**config.mk**
```make
export PLATFORM = sky130hd
export DESIGN_NAME = fwft_fifo_packer
export DESIGN_NICKNAME = d
export VERILOG_FILES = /design/src/rtl/fwft_fifo_packer.sv
export SDC_FILE = /design/constraint.sdc
export NUM_CORES = 1
export LEC_CHECK = 0
export CAP_MARGIN = 40
export CORE_MARGIN = 2
export CORE_UTILIZATION = 30
export DETAILED_ROUTE_END_ITERATION = 8
export PLACE_DENSITY_LB_ADDON = 0.15
export SLEW_MARGIN = 20
export SYNTH_ARGS = -nofsm -noshare
export SYNTH_HDL_FRONTEND = slang
export SYNTH_SLANG_ARGS = --single-unit
```
**constraint.sdc**
```tcl
create_clock -name clk -period 3.4 [get_ports clk]
set_clock_uncertainty 0.2 [all_clocks]
set_input_delay 0.34 -clock clk [delete_from_list [all_inputs] [get_ports clk]]
set_output_delay 0.34 -clock clk [all_outputs]
set_load 0.05 [all_outputs]
```
**src/rtl/fwft_fifo_packer.sv**
```systemverilog
// Drains a first-word-fall-through FIFO and packs NWORDS narrow words into one wide
// valid/ready beat; partial beats leave on idle timeout or flush with a keep mask.
module fwft_fifo_packer #(
    parameter int DWIDTH  = 8,
    parameter int NWORDS  = 4,
    parameter int TIMEOUT = 16
) (
    input  logic                       clk,
    input  logic                       rst,
    input  logic                       fifo_empty,
    input  logic [DWIDTH-1:0]          fifo_data,
    output logic                       fifo_read,
    input  logic                       flush,
    output logic [DWIDTH*NWORDS-1:0]   m_data,
    output logic [NWORDS-1:0]          m_keep,
    output logic                       m_valid,
    input  logic                       m_ready,
    output logic                       busy
);

    localparam int CWIDTH = $clog2(NWORDS + 1);
    localparam int TWIDTH = $clog2(TIMEOUT);
    localparam int WWIDTH = DWIDTH * NWORDS;

    logic [WWIDTH-1:0] acc;
    logic [CWIDTH-1:0] count;
    logic [TWIDTH-1:0] idle;
    logic              pending;
    logic [WWIDTH-1:0] out_data;
    logic [NWORDS-1:0] out_keep;
    logic              out_valid;

    logic              rd;
    logic              slot_free;
    logic              fire;
    logic [CWIDTH-1:0] post_count;
    logic [WWIDTH-1:0] acc_next;
    logic [NWORDS-1:0] keep_next;

    // A pending emit freezes the accumulator, so reads must stop until it drains.
    assign rd         = !rst && !fifo_empty && !pending;
    assign fifo_read  = rd;
    assign slot_free  = !out_valid || m_ready;
    assign post_count = count + {{(CWIDTH-1){1'b0}}, rd};

    assign fire = pending
               || (post_count == CWIDTH'(NWORDS))
               || (flush && (post_count != '0))
               || ((idle == TWIDTH'(TIMEOUT - 1)) && (post_count != '0) && !rd);

    always_comb begin
        acc_next  = acc;
        keep_next = '0;
        for (int i = 0; i < NWORDS; i++) begin
            if (rd && (count == CWIDTH'(i))) begin
                acc_next[i*DWIDTH +: DWIDTH] = fifo_data;
            end
            keep_next[i] = (CWIDTH'(i) < post_count);
        end
    end

    // The accumulator is zeroed on every emit so unused slots of a partial beat read 0.
    always_ff @(posedge clk) begin
        if (rst) begin
            acc       <= '0;
            count     <= '0;
            idle      <= '0;
            pending   <= 1'b0;
            out_data  <= '0;
            out_keep  <= '0;
            out_valid <= 1'b0;
        end else begin
            if (out_valid && m_ready) begin
                out_valid <= 1'b0;
            end
            if (fire && slot_free) begin
                out_data  <= acc_next;
                out_keep  <= keep_next;
                out_valid <= 1'b1;
                acc       <= '0;
                count     <= '0;
                idle      <= '0;
                pending   <= 1'b0;
            end else begin
                acc     <= acc_next;
                count   <= post_count;
                pending <= fire;
                if (rd || (post_count == '0)) begin
                    idle <= '0;
                end else if (idle != TWIDTH'(TIMEOUT - 1)) begin
                    idle <= idle + 1'b1;
                end
            end
        end
    end

    assign m_data  = out_data;
    assign m_keep  = out_keep;
    assign m_valid = out_valid;
    assign busy    = (count != '0) || out_valid;

endmodule

```
==> results_dict.tcl, run 1 <==
set metrics [dict create \
    ctsHtreeMaxLevel 3 \
    num_rows 38 \
    cts_made_buffers 9 \
    globalplace.congestion 0.773 \
    io_pins 52 \
    setup_violations 0 \
    antenna_cells 0 \
    synth.ff_latch_count 77 \
    die_h_um 110 \
    netlist_area_um2 3380 \
    layout.nets 434 \
    grt_overflow 0 \
    root_buffer "clkbuf_8" \
    p_leak_nw 1.62 \
    crit_required_ns 3.48 \
    clk_latency_ns 0.35 \
    status "complete, no violations" \
    antenna_found_initial 0 \
    wire_per_inst_um 14.7 \
    criticalPathCategory "input port to flip-flop" \
    syn_inst 375 \
    core_region_area_um2 10900 \
    fin_tns_setup_ns 0 \
    syn_nets 391 \
    cts_resized 0 \
    dp_hpwl_um 5580 \
    cts_hold_buf 0 \
    peakVddDrop_mv 0.263 \
    antenna_left 0 \
    seq_area_frac_synth 0.457 \
    dr.pass1.iters 4 \
    syn_to_final_growth_pct 24.6 \
    via_count 2793 \
    die_w_um 110 \
    cts.reportedPaths.clkPinSlew_ns 0.08 \
    cp-start-kind "input port" \
    crit_arrival_ns 2.90 \
    hp-class "flip-flop to flip-flop" \
    viasPerCell 4.97 \
    crit_fanout 20 \
    avgSynthCellArea_um2 9.00 \
    power_density_nw_per_um2 582 \
    synth_cell_types 35 \
    initial_core_util 0.310 \
    postCtsSetupRepairBufs 0 \
    yosysWarnings 0 \
    numPortBuffers 51 \
    drt_iter0_drc 100 \
    maxSlewViolCount 0 \
    wl_um 8240 \
    finalCritPeriodShare 0.829 \
    dpl.cell_count 547 \
    max-cap-violations 0 \
    cts.sinks 77 \
    grt_usage 0.147 \
    cts_tree "yes" \
    final_cells 562 \
    layout-drive-gt1-share 0.114 \
    grt_pass1_vias 2720 \
    grt_pass1_wl_um 13700 \
    worst_slew_pin_slew_ns 0.796 \
    die_area_um2 12100 \
    relSlewSlack 0.469 \
    grt_max_degree 51 \
    clock_tree.buffer_depth 2 \
    fmax_ghz 0.355 \
    finalCriticalPeriod_ns 2.82 \
    drc_errors 0 \
    power_mw 2.45 \
    rsz0062_at_grt "no" \
    setup.worst_path.end_class "flip-flop" \
    hold_viol 0 \
]
-- metrics by stage --
| stage | utilization | setup WS (ns) | cell area (um2) | hold WS, ns |
|---|---|---|---|---|
| after floorplan | - | 0.240 | 3390 | 0.281 |
| after global placement | 0.369 | 0.301 | 4020 | 0.247 |
| after detailed placement | 0.370 | 0.252 | 4030 | 0.248 |
| after CTS | 0.386 | 0.595 | 4210 | 0.259 |
| after global routing | 0.386 | 0.435 | 4210 | 0.270 |
| final | 0.386 | 0.580 | 4210 | 0.254 |
-- cell type report --
class,instances,area [um2]
clock buffers,10,128
clock inverters,5,52.6
fillers,1124,6680
inverters,3,11.3
multi-input cells,265,1700
flip-flops and latches,77,1540
well taps,140,175
repair buffers,62,601
-- power by group --
group	leakage (nW)	switching [mW]	internal (mW)	total [mW]
Clock	0.0919	0.324	0.331	0.655
Sequential	0.622	0.0351	0.955	0.990
Combinational	0.901	0.509	0.292	0.801
Total	1.62	0.868	1.58	2.45
-- cell families after synthesis --
group | after synthesis | synth area share
buf+inv | 33 | 0.0467
fa+ha+maj | 3 | 0.0111
flops | 77 | 0.457
compound gates | 92 | 0.167
xor+xnor | 3 | 0.00778
simple gates | 132 | 0.201
mux | 35 | 0.110
-- flip-flops by register name, summed over array words and instances (netlist names) --
signal   count
pending      1
m_valid      1
m_keep       4
idle         4
count        3
acc         32
m_data      32
-- worst paths after layout --
| kind | end | cells after the start | startpoint | slack (ns) |
|---|---|---|---|---|
| hold reg to reg | m_keep[0]$_SDFFE_PP0P_ | 2 | m_keep[0]$_SDFFE_PP0P_ | 0.25 |
| hold / removal | m_keep[0]$_SDFFE_PP0P_ | 2 | m_keep[0]$_SDFFE_PP0P_ | 0.25 |
| setup reg to reg | m_data[5]$_SDFFE_PP0P_ | 8 | pending$_SDFF_PP0_ | 0.74 |
| setup / recovery | m_data[5]$_SDFFE_PP0P_ | 9 | fifo_empty | 0.58 |
-- cells in the mapped netlist --
| master | instances | area [um2] |
|---|---|---|
| a211oi_1 | 16 | 120 |
| o211a_1 | 1 | 10.0 |
| or2_2 | 1 | 6.26 |
| mux2_2 | 16 | 180 |
| nor2_1 | 20 | 75.1 |
| nand2b_1 | 4 | 25.0 |
| nand3_1 | 18 | 90.1 |
| nor3_1 | 19 | 95.1 |
| buf_6 | 3 | 33.8 |
| clkbuf_2 | 2 | 10.0 |
| nor4_1 | 5 | 31.3 |
| buf_2 | 7 | 35.0 |
| a21boi_0 | 17 | 128 |
| o31ai_1 | 1 | 7.51 |
| clkbuf_1 | 18 | 67.6 |
| and3_1 | 19 | 119 |
| o21ai_1 | 4 | 20.0 |
| or4_4 | 1 | 11.3 |
| o21ai_0 | 30 | 150 |
| nand3b_1 | 1 | 7.51 |
| ha_1 | 3 | 37.5 |
| o221a_2 | 1 | 11.3 |
| mux2i_1 | 19 | 190 |
| inv_1 | 3 | 11.3 |
| a211o_1 | 1 | 8.76 |
| nor2b_1 | 18 | 113 |
| dfxtp_1 | 77 | 1540 |
| xnor2_1 | 2 | 17.5 |
| nand2_1 | 23 | 86.3 |
| o22ai_1 | 1 | 6.26 |
| a21oi_1 | 19 | 95.1 |
| and2_1 | 2 | 12.5 |
| a21o_1 | 1 | 7.51 |
| or3_1 | 1 | 6.26 |
| xor2_1 | 1 | 8.76 |
-- cell usage in the layout, fill, tap and decap left out, types with 4 or more instances in the layout --
| cell | count |
|---|---|
| dfxtp_1 | 77 |
| o21ai_1 | 4 |
| a21oi_1 | 18 |
| nand3_1 | 18 |
| nand2b_1 | 4 |
| buf_4 | 10 |
| nor3_1 | 18 |
| clkdlybuf4s50_1 | 50 |
| mux2i_1 | 19 |
| o21ai_0 | 30 |
| nand2_1 | 23 |
| clkbuf_8 | 9 |
| nor2b_1 | 18 |
| nor2_1 | 20 |
| and3_1 | 19 |
| nor4_1 | 4 |
| mux2_2 | 16 |
| a211oi_1 | 16 |
| a21boi_0 | 17 |
-- worst max-delay path: stages --
cell and delay, ns:
clkdlybuf4s50_1 0.49, nor3_4 0.27, ha_1 0.18, ha_1 0.26, or3_1 0.38, o22ai_1 0.19, a21o_1 0.21, buf_4 0.35
mux2i_1 0.22
-- metal layers --
metal | vias to the layer above | share of wire | GRT usage | routed length [um]
met5 | - | 0 | 0 | 0
met4 | 0 | 0.010 | 0.0353 | 82
met1 | 1316 | 0.48 | 0.196 | 3990
li1 | 1413 | - | - | -
met3 | 7 | 0.045 | 0.0417 | 367
met2 | 57 | 0.46 | 0.234 | 3790
Power figures use the tool's default switching activity.
==> inputs of run 2 (changes only) <==
- clock period: 3.4 -> 2.3 ns (I/O delays scaled with it)
==> run 2 against run 1 <==
Effect of this change: the flow now finishes with violations (negative setup slack); final cell count grew 7.5%; highest routed layer unchanged; flip-flop and latch count is the same; sequential share of layout area shrank 5.8 points; via count grew 7.5%.
==> results_dict.tcl, run 2 (same netlist as run 1, synthesis figures left out) <==
set metrics [dict create \
    cp-start-kind "flip-flop" \
    grt_overflow 0 \
    io_pins 52 \
    max-cap-violations 0 \
    wire_per_inst_um 15.5 \
    dr.pass1.iters 4 \
    fillerInstances 1064 \
    core_region_area_um2 10900 \
    grt_usage 0.165 \
    multi_input_area_um2 1970 \
    layout.nets 476 \
    numPortBuffers 51 \
    crit_path_start "pending$_SDFF_PP0_" \
    timing.final.ws_setup_ns -0.0694 \
    final_cells 604 \
    dp_hpwl_um 6110 \
    final_cell_mix "76 x dfxtp_1, 47 x clkdlybuf4s50_1, 40 x buf_4" \
    p_leak_nw 1.96 \
    relSlewSlack 0.579 \
    antenna_found_initial 0 \
    wl_um 9380 \
    layout-drive-gt1-share 0.278 \
    peakVddDrop_mv 0.356 \
    globalplace.congestion 0.764 \
    clk_latency_ns 0.35 \
    power_density_nw_per_um2 924 \
    worst_slew_pin_slew_ns 0.632 \
    maxSlewViolCount 0 \
    cts_hold_buf 0 \
    antenna_cells 0 \
    seq_power_share 0.315 \
    violations "negative setup slack" \
    crit_arrival_ns 2.41 \
    dpl.cell_count 579 \
    status "finished, violations left" \
    cts.reportedPaths.clkPinSlew_ns 0.07 \
    mostFrequentLayoutCell "dfxtp_1" \
    grt_pass1_vias 3031 \
    pwr-share-clk 0.275 \
    drt_iter0_drc 94 \
    cts.sinks 77 \
    criticalPathCategory "flip-flop to flip-flop" \
    via_count 3002 \
    ctsHtreeMaxLevel 3 \
    die_w_um 110 \
    grt_max_degree 47 \
    dpl_worst_slack_ns -0.530 \
    syn_to_final_growth_pct 48.3 \
    p_sw_mw 1.55 \
    rr_worst_depth 9 \
    die_area_um2 12100 \
    rsz0062_at_grt "yes" \
    fmax_ghz 0.422 \
    crit_fanout 8 \
    setup.worst_path.end_class "flip-flop" \
    finalCritPeriodShare 1.03 \
    cts_made_buffers 9 \
    rr_endpoint "m_data[20]$_SDFFE_PP0P_" \
    cts_tree "yes" \
    r2r_start "pending$_SDFF_PP0_" \
    fin_tns_setup_ns -1.38 \
    clock_tree.buffer_depth 2 \
    drc_errors 0 \
    p_sw_frac 0.335 \
    cp-endpoint "m_data[20]$_SDFFE_PP0P_" \
    r2r_setup_slack_ns -0.07 \
    antenna_left 0 \
    setup_violations 38 \
    viasPerCell 4.97 \
    seq_area_um2 1540 \
    num_rows 38 \
    finalCriticalPeriod_ns 2.37 \
    hold_viol 0 \
    p_int_mw 3.07 \
    grt_pass1_wl_um 15100 \
    initial_core_util 0.310 \
    die_h_um 110 \
    root_buffer "clkbuf_8" \
    p_comb_frac 0.410 \
    crit_required_ns 2.34 \
    hp-class "flip-flop to flip-flop" \
]
[run 2: changes by cell type in the layout (fill, tap and decap cells not counted), sizes merged, moves of 2 or more]
cell and delta:
buf +43, clkinv -2, clkdlybuf4s50 -3, bufinv +2, clkbuf +2
[run 2: worst min path at each step]
stage                                      start                     end  cells past startpoint
after global placement    m_keep[0]$_SDFFE_PP0P_  m_keep[0]$_SDFFE_PP0P_                      2
final                     m_keep[0]$_SDFFE_PP0P_  m_keep[0]$_SDFFE_PP0P_                      2
after floorplan                     fifo_data[3]      acc[11]$_SDFF_PP0_                      2
after detailed placement  m_keep[0]$_SDFFE_PP0P_  m_keep[0]$_SDFFE_PP0P_                      2
after global routing      m_keep[0]$_SDFFE_PP0P_  m_keep[0]$_SDFFE_PP0P_                      2
after CTS                 m_keep[0]$_SDFFE_PP0P_  m_keep[0]$_SDFFE_PP0P_                      2
[run 2: power groups by stage]
stage | sequential [mW] | combinational (mW) | clock (mW)
floorplan | 1.65 | 0.851 | 0
global placement | 1.49 | 1.48 | 0
detailed placement | 1.49 | 1.49 | 0
CTS | 1.46 | 1.94 | 1.30
global route | 1.47 | 2.01 | 1.36
finish | 1.46 | 1.89 | 1.27
[run 2: layout make-up]
cell class / count / share of cell area
sequential: 77 / 0.308
inverter: 3 / 0.00225
clock inverter: 4 / 0.0190
clock buffer: 11 / 0.0302
tap: 140 / 0.0350
timing repair buffer: 104 / 0.212
multi-input combinational: 265 / 0.393
[run 2: repair_timing]
action | in CTS | in global routing
cloned | 3 | 1
pin swaps | 6 | 3
setup buffers | 8 | 1
setup endpoints to repair | 65 | 77
resized for setup | 25 | 5
[run 2: routing by layer]
layer / wire [um] / part of all wire / track usage / vias up
met5: 0 / 0 / 0 / -
li1: - / - / - / 1499
met1: 4560 / 0.49 / 0.222 / 1440
met3: 334 / 0.036 / 0.0300 / 9
met4: 116 / 0.012 / 0.0687 / 0
met2: 4370 / 0.47 / 0.259 / 54
[run 2: stage by stage]
stage	util	total power [mW]	hold slack, ns	instance area (um2)
2_1_floorplan	-	2.50	0.207	3590
3_3_place_gp	0.413	2.97	0.236	4490
3_5_place_dp	0.413	2.98	0.248	4490
4_1_cts	0.459	4.70	0.259	5000
5_1_grt	0.460	4.84	0.273	5000
6_report	0.460	4.62	0.253	5000
[run 2: critical path: stages, from the launching register on]
cell     delay, ns
dfxtp_2       0.33
nor3_4        0.13
ha_2          0.21
ha_4          0.20
or3_4         0.35
o22ai_4       0.13
a21o_4        0.16
buf_6         0.11
buf_12        0.13
mux2_4        0.30
